==> src/rtl/regfile_pkg.sv <==
// Shared register-file constants and types used by the write-back path.
package regfile_pkg;

    localparam int XLEN       = 32;
    localparam int REG_ADDR_W = 5;
    localparam int NUM_REGS   = 32;

    typedef logic [REG_ADDR_W-1:0] reg_addr_t;
    typedef logic [XLEN-1:0]       xdata_t;

endpackage : regfile_pkg

==> src/rtl/regfile_wb_arbiter_rr_arbiter.sv <==
// Round-robin arbiter: the search starts at ptr and wraps; the pointer moves
// to one past the granted index whenever the grant is taken.
module rr_arbiter #(
    parameter int N = 3
) (
    input  logic         clk,
    input  logic         reset_n,
    input  logic [N-1:0] valid,
    input  logic         advance,
    output logic [N-1:0] grant
);

    localparam int PW = (N > 1) ? $clog2(N) : 1;

    logic [PW-1:0] ptr;
    logic [PW-1:0] grant_idx;

    // NOTE: every always_comb output gets a default first so no latch is inferred.
    always_comb begin
        logic found;
        grant     = '0;
        grant_idx = '0;
        found     = 1'b0;
        for (int k = 0; k < N; k++) begin
            int idx;
            idx = (int'(ptr) + k) % N;
            if (!found && valid[idx]) begin
                grant[idx] = 1'b1;
                grant_idx  = PW'(idx);
                found      = 1'b1;
            end
        end
    end

    // NOTE: state registers use non-blocking assignments only.
    always_ff @(posedge clk or negedge reset_n) begin
        if (!reset_n) begin
            ptr <= '0;
        end else if (advance) begin
            ptr <= (grant_idx == PW'(N - 1)) ? '0 : grant_idx + 1'b1;
        end
    end

endmodule : rr_arbiter

==> src/rtl/regfile_wb_arbiter.sv <==
// Write-back arbiter and RAW scoreboard for the register file write port.
// Define REGFILE_SCOREBOARD_EN to build the busy scoreboard and conflict flag.
module regfile_wb_arbiter
    import regfile_pkg::*;
#(
    parameter int NUM_REQ = 3,
    parameter int XLEN    = regfile_pkg::XLEN
) (
    input  logic                    clk,
    input  logic                    reset_n,
    input  logic [NUM_REQ-1:0]      req_valid,
    input  logic [NUM_REQ*5-1:0]    req_addr,
    input  logic [NUM_REQ*XLEN-1:0] req_data,
    output logic [NUM_REQ-1:0]      req_ready,
    output logic                    rf_write_enable,
    output reg_addr_t               rf_write_addr,
    output logic [XLEN-1:0]         rf_write_data,
    input  logic                    rsv_valid,
    input  reg_addr_t               rsv_addr,
    input  reg_addr_t               chk_addr1,
    input  reg_addr_t               chk_addr2,
    output logic                    chk_busy1,
    output logic                    chk_busy2,
    output logic                    rsv_conflict
);

    logic            transfer;
    reg_addr_t       sel_addr;
    logic [XLEN-1:0] sel_data;

    rr_arbiter #(.N(NUM_REQ)) u_arb (
        .clk     (clk),
        .reset_n (reset_n),
        .valid   (req_valid),
        .advance (transfer),
        .grant   (req_ready)
    );

    assign transfer = |(req_valid & req_ready);

    always_comb begin
        sel_addr = '0;
        sel_data = '0;
        for (int i = 0; i < NUM_REQ; i++) begin
            if (req_ready[i]) begin
                sel_addr = req_addr[REG_ADDR_W*i +: REG_ADDR_W];
                sel_data = req_data[XLEN*i +: XLEN];
            end
        end
    end

    // A write to x0 completes its handshake but never reaches the file.
    always_ff @(posedge clk or negedge reset_n) begin
        if (!reset_n) begin
            rf_write_enable <= 1'b0;
            rf_write_addr   <= '0;
            rf_write_data   <= '0;
        end else if (transfer) begin
            rf_write_enable <= (sel_addr != '0);
            rf_write_addr   <= sel_addr;
            rf_write_data   <= sel_data;
        end else begin
            rf_write_enable <= 1'b0;
        end
    end

`ifdef REGFILE_SCOREBOARD_EN
    logic [NUM_REGS-1:0] busy;
    logic [NUM_REGS-1:0] busy_next;
    logic                conflict_now;

    // Clear first, then set, so a same-cycle reserve of the retiring register wins.
    always_comb begin
        busy_next = busy;
        if (transfer) begin
            busy_next[sel_addr] = 1'b0;
        end
        if (rsv_valid && (rsv_addr != '0)) begin
            busy_next[rsv_addr] = 1'b1;
        end
        busy_next[0] = 1'b0;
    end

    assign conflict_now = rsv_valid && busy[rsv_addr]
                          && !(transfer && (sel_addr == rsv_addr));

    // NOTE: the busy vector is a flop array, so it takes an async reset like any state.
    always_ff @(posedge clk or negedge reset_n) begin
        if (!reset_n) begin
            busy         <= '0;
            rsv_conflict <= 1'b0;
        end else begin
            busy <= busy_next;
            if (conflict_now) begin
                rsv_conflict <= 1'b1;
            end
        end
    end

    assign chk_busy1 = busy[chk_addr1];
    assign chk_busy2 = busy[chk_addr2];
`else
    logic unused_rsv;
    assign unused_rsv   = ^{rsv_valid, rsv_addr, chk_addr1, chk_addr2};
    assign chk_busy1    = 1'b0;
    assign chk_busy2    = 1'b0;
    assign rsv_conflict = 1'b0;
`endif

endmodule : regfile_wb_arbiter

==> config.mk <==
export PLATFORM = sky130hd
export DESIGN_NAME = regfile_wb_arbiter
export DESIGN_NICKNAME = d
export VERILOG_FILES = /design/src/rtl/regfile_pkg.sv /design/src/rtl/regfile_wb_arbiter_rr_arbiter.sv /design/src/rtl/regfile_wb_arbiter.sv
export SDC_FILE = /design/constraint.sdc
export NUM_CORES = 1
export LEC_CHECK = 0
export BUFFER_PORTS_ARGS = -buffer_cell sky130_fd_sc_hd__buf_2
export CORE_MARGIN = 5
export CORE_UTILIZATION = 25
export DETAILED_ROUTE_END_ITERATION = 10
export GPL_TIMING_DRIVEN = 0
export PLACE_DENSITY = 0.59
export SLEW_MARGIN = 0
export SYNTH_ARGS = -nofsm -noshare
export SYNTH_HDL_FRONTEND = slang
export SYNTH_SLANG_ARGS = --single-unit
==> constraint.sdc <==
create_clock -name clk -period 3.3 [get_ports clk]
set_input_delay 0.33 -clock clk [delete_from_list [all_inputs] [get_ports clk]]
set_output_delay 0.33 -clock clk [all_outputs]
set_load 0.02 [all_outputs]
# After elaboration in Yosys (flattened, before gate mapping)
# Cells that the tools add are included.
# W data, S select, Z words.
dict set report totals {
  regBits 40
  in_bits 132
  output_inout_bits 44
  wordCells 60
}
dict set report classes {
  add_sub_neg 3
  n_div 3
  magnitude_cmp 6
  n_eq_ne 1
  mux 31
  bitwise_logic 3
  n_reduce_logical 9
}
# cell count
set ops {}
lappend ops {{$ge A32 B1 Y1 const B} 3}
lappend ops {{$lt A32 B4 Y1 const B} 3}
lappend ops {{$mux W32} 3}
lappend ops {{$mod A32 B3 Y32 const B} 2}
lappend ops {{$mod A3 B3 Y32 const B} 1}
lappend ops {{$mux W5} 3}
lappend ops {{$mux W1} 12}
lappend ops {{$mux W3} 3}
lappend ops {{$mux W2} 4}
lappend ops {{$bmux W1 S2} 3}
lappend ops {{$demux W1 S2} 3}
lappend ops {{$or A3 B3 Y3} 2}
lappend ops {{$logic_and A1 B1 Y1} 5}
lappend ops {{$reduce_bool A5 Y1} 1}
lappend ops {{$add A2 B1 Y3 const B} 1}
lappend ops {{$add A2 B2 Y3 const B} 1}
lappend ops {{$and A3 B3 Y3} 1}
lappend ops {{$reduce_or A3 Y1} 1}
lappend ops {{$add A2 B1 Y2 const B} 1}
lappend ops {{$eq A2 B2 Y1 const B} 1}
lappend ops {{$logic_not A1 Y1} 2}

# Longest topological paths before layout
dict set report depth {
  ltp_word 16
  depth_mapped 14
}

# By module
# Synthesis repeated with hierarchy kept, for this count alone.
dict set report hier_totals {
  cells_unflattened 278
  area_unflattened_um2 2477.4
}
# module n_inst cells_each area_per_inst_um2
set modules_own_cells {}
lappend modules_own_cells {regfile_wb_arbiter 1 222 2019.4}
lappend modules_own_cells {rr_arbiter 1 56 457.9}

# Worst setup path before layout
# Ideal clock, no wire load.
dict set report synth_path {
  kind {flip-flop to flip-flop}
  from {register u_arb.ptr[1]}
  to {register u_arb.ptr[1]}
  setup_ps 127
  arrival_ps 2642
  required_time_ps 3173
  path_slack_ps 531
  stages_incl_launch_ff 12
  n_path_buf 3
  cell_sequence {dfrtp_1 inv_1 ha_1 buf_2 mux2_2 a21boi_1 a41o_1 buf_4 inv_2 a222oi_1 buf_4 mux2_1}
}
dict set report synth_via {
  elab_chain_cells 13
  elab_cells_between_ends 48
}
# element line_no
set synth_rtl {}
lappend synth_rtl {{start: declaration} regfile_wb_arbiter_rr_arbiter.sv:15} ;# logic [PW-1:0] ptr;
lappend synth_rtl {{start signal: assignment} regfile_wb_arbiter_rr_arbiter.sv:40} ;# ptr <= (grant_idx == PW'(N - 1)) ? '0 : grant_idx + 1'b1;
lappend synth_rtl {{branches (longest 10 deep; another with $mod A32 B3 Y32)} --}
lappend synth_rtl {{$mux W3 *} regfile_wb_arbiter_rr_arbiter.sv:27} ;# if (!found && valid[idx]) begin
lappend synth_rtl {{named net req_ready[0]} regfile_wb_arbiter.sv:14} ;# output logic [NUM_REQ-1:0] req_ready,
lappend synth_rtl {{$and A3 B3 Y3 *} regfile_wb_arbiter.sv:39} ;# assign transfer = |(req_valid & req_ready);
lappend synth_rtl {{$reduce_or A3 Y1 *} regfile_wb_arbiter.sv:39}
# Mark *: on every way through the listed nets, which the timed path passes. The select of a mux whose other input is x is not followed.
# A chain may end at the register's enable or synchronous reset.

# Worst setup path in the final report
dict set report layout_path {
  from {register u_arb.ptr[1]}
  to {output port req_ready[1]}
}
dict set report layout_via {
  elab_chain_cells 11
  elab_cells_between_ends 40
}
# element line_no
set layout_rtl {}
lappend layout_rtl {{branches (longest 10 deep; another with $mod A32 B3 Y32)} --}
lappend layout_rtl {{$mux W3 *} regfile_wb_arbiter_rr_arbiter.sv:27}
lappend layout_rtl {{end: declaration} regfile_wb_arbiter.sv:14}
# Mark *: on every way between the ends. The select of a mux whose other input is x is not followed.

==> key figures <==
STA
  – Tcrit/Tclk final: 93.1%
  – Final hold vios: 0
  – Fin Setup TNS: 0 ns
  – Worst slew pin tran: 0.920 ns
  – RSZ-0062 raised after global routing: no
  – Max-slew violation count: 0
  – Fmax achieved: 326 MHz
  – Final clock skew: 0.00567 ns
  – Slew HR: 38.6%
  – Setup Viol. Count Final: 0
  – Worst hold slack: 0.167 ns
  – Final setup margin: 0.229 ns
  – Final Critical Period: 3.07 ns

Power
  – Comb power frac: 72.2%
  – Leakage: 1.94 nW
  – Sw Share: 52.6%
  – Internal: 2.08 mW
  – Power Total: 4.40 mW
  – PD cells: 1160 nW/µm²
  – Sequential share of power: 18.5%
  – P_sw: 2.31 mW
  – Peak supply drop: 337 µV
  – Clock share of power: 9.3%

Finish
  – Nets: 652
  – Final Core Density: 35.4%
  – Fill cells: 1160
  – Area grow syn2layout: 40.6%
  – Finished Layout Cells: 658
  – Final Cell Area: 3810 µm²
  – Layout cells sized above 1: 36.9%

Critical path
  – Crit path max fanout: 10
  – CP Buf/Inv Count: 6
  – Worst R2R End: rf_write_addr[4]
  – Critical path data required time: 2.97 ns
  – Crit Path Class: flop to output port
  – Reg2reg start: u_arb.ptr[1]
  – CP Capture Type: output port
  – Crit path max-delay family: buffers and inverters
  – Critical path's most frequent cell: buf_2
  – Peak per-stage delay on the critical path: 0.40 ns
  – Worst setup SP type: flop
  – Cells on worst reg2reg path: 12
  – Worst path arrival time: 2.74 ns
  – Slowest cell on the critical path: dfrtp_1
  – Reg-to-reg slack, setup: 0.25 ns
  – Cells along the critical path: inv_1, ha_1, buf_2, nor2b_1, o21ai_0, a31o_2, inv_1, clkbuf_2, buf_2, buf_2

GRT
  – Vias in the first global route: 2970
  – First-pass GRT wire length: 14.6 mm
  – Initial antenna violation count: 1
  – Total Routing Usage GR: 14.0%
  – Largest net degree at the start of global routing: 41
  – Grt ovf: 0

Detailed routing
  – Detail Route Antenna Nets: 0
  – Drt pass-1 iters: 5
  – DRC Markers: 0
  – Initial DRC count: 104
  – Drt total wl: 9.59 mm
  – Via Count: 3045
  – Avg Vias per Cell: 4.63
  – Routed wire per std cell: 14.6 µm

Run status
  – Status: completed

Floorplan
  – Num ports: 176
  – Die area: 13000 µm²
  – Die height: 114 µm
  – Core area: 10700 µm²
  – Row count: 38
  – Initial Util: 25.2%
  – Die width: 114 µm

Synthesis
  – Synth top area share: 37.0%
  – Synth area leaders: dfrtp_1 (37%), nand2_1 (15%), mux2i_1 (14%)
  – Syn. warnings: 0
  – Seq cells post-synth: 40
  – Seq/Total Area, Yosys: 37.0%
  – Syn Inst Count: 349
  – Dominant cell type by area after synthesis: dfrtp_1
  – Cell Area, Synth: 2710 µm²
  – Post-Syn Area per Cell: 7.76 µm²
  – Number of distinct library cells after synthesis: 39

Place
  – Pre-CTS setup slack: -0.159 ns
  – Routability cong.: 0.764
  – Port-buffer cells: 156
  – DP HPWL: 7.49 mm
  – Placed Instances: 647
  – Cell Area, Placed: 3670 µm²

Run
  – Max-cap violation count: 0

Clock network
  – Worst-case clock buffer depth: 2
  – Root Buffer: clkbuf_8
  – Cts hold-fix bufs: 0
  – CTS Buf Count: 5
  – H-tree depth: 2
  – Clk_lat worst skew: 0.29 ns
  – CTS clk-pin slew, worst paths: 0.09 ns
  – Clock sinks: 40
  – CTS tree: yes

Worst hold path
  – Worst min-delay path category: primary input to asynchronous set/reset pin
per-layer routing:
| metal | share of wire [%] | GRT usage, % |
|---|---|---|
| met5 | 0 | 0 |
| met4 | 0.48 | 2.85 |
| met3 | 7.5 | 2.48 |
| met2 | 49 | 24.4 |
| met1 | 43 | 18.2 |
registers in the layout, summed over array words and instances (netlist names):
name,flops
rf_write_enable,1
rf_write_addr,5
rf_write_data,32
u_arb.ptr,2
power groups by stage:
stage / combinational, mW / sequential [mW] / clock (mW)
floorplan: 1.95 / 1.05 / 0
global placement: 3.12 / 0.818 / 0
detailed placement: 3.19 / 0.825 / 0
CTS: 3.22 / 0.817 / 0.422
global route: 3.57 / 0.843 / 0.443
finish: 3.17 / 0.814 / 0.409
synth_stat cells:
cell / instances
ha_1: 4
and3b_1: 1
nor2_1: 6
nor3b_1: 2
nand2_1: 109
nand3_1: 2
a21bo_2: 1
inv_1: 4
nand4b_1: 1
clkbuf_1: 16
mux2_1: 1
buf_1: 2
inv_2: 1
a31o_2: 1
dfrtp_1: 40
o31ai_1: 2
and3_1: 1
buf_2: 6
o21ai_0: 72
a211o_1: 1
a41oi_1: 1
o32ai_1: 1
a311oi_1: 1
a41o_1: 1
mux2_2: 3
conb_1: 1
nor2b_1: 4
o211ai_1: 1
a31oi_1: 3
a222oi_1: 1
and2_1: 1
nand3b_1: 2
or2_2: 1
a21boi_1: 1
nand2b_1: 2
mux2i_1: 37
o21ai_1: 6
a21oi_1: 2
buf_4: 7
layout by cell type (no fill, tap or decap), types with 2 or more instances in the layout:
cell / Yosys / routed
nor2_1: 6 / 6
a31oi_1: 3 / 3
nand2_1: 109 / 109
a21oi_1: 2 / 2
nand2b_1: 2 / 2
mux2i_1: 37 / 37
buf_2: 6 / 163
nor3b_1: 2 / 2
o21ai_0: 72 / 72
clkbuf_1: 16 / 11
o31ai_1: 2 / 2
dfrtp_1: 40 / 40
o21ai_1: 6 / 6
buf_4: 7 / 9
inv_1: 4 / 4
ha_1: 4 / 4
clkbuf_8: 0 / 5
nand3b_1: 2 / 2
mux2_2: 3 / 3
buf_1: 2 / 2
nor2b_1: 4 / 4
nand3_1: 2 / 2
conb_1: 1 / 3
clkbuf_2: 0 / 4
worst max-delay path by stage:
| stage | from | to | slack (ns) | depth (start not counted) |
|---|---|---|---|---|
| floorplan | u_arb.ptr[1] | u_arb.ptr[1] | 0.53 | 11 |
| global placement | u_arb.ptr[1] | rf_write_data[14] | -0.09 | 12 |
| detailed placement | u_arb.ptr[1] | rf_write_data[31] | -0.16 | 11 |
| CTS | u_arb.ptr[1] | req_ready[2] | 0.10 | 9 |
| global route | u_arb.ptr[1] | rf_write_data[17] | 0.008 | 13 |
| finish | u_arb.ptr[1] | req_ready[1] | 0.23 | 10 |
repair_timing:
item | in CTS | in global routing
setup endpoints to repair | 41 | 16
setup buffers | 2 | 0
pin swaps | 1 | 0
resized for setup | 2 | 7
cell type report:
| type | count | area (µm²) | share of cell area [%] |
|---|---|---|---|
| plain buffers | 31 | 156 | 4.11 |
| clock inverters | 3 | 42.5 | 1.12 |
| flip-flops and latches | 40 | 1000 | 26.3 |
| clock buffers | 5 | 68.8 | 1.81 |
| multi-input cells | 275 | 1550 | 40.6 |
| repair buffers | 158 | 796 | 20.9 |
| well taps | 140 | 175 | 4.60 |
| diodes | 1 | 2.50 | 0.0657 |
| inverters | 5 | 18.8 | 0.493 |
cells by family (layout without fill, tap and decap cells):
group / Yosys count / after routing / synth area share, %
multiplexers: 41 / 41 / 15.3
AND/OR/NAND/NOR: 132 / 132 / 20.1
flip-flops: 40 / 40 / 37.0
other: 1 / 4 / 0.138
buffers and inverters: 36 / 202 / 6.24
AO/OA/AOI/OAI: 95 / 95 / 19.3
adder cells (fa/ha/maj): 4 / 4 / 1.85
(Power assumes the default switching activity.)
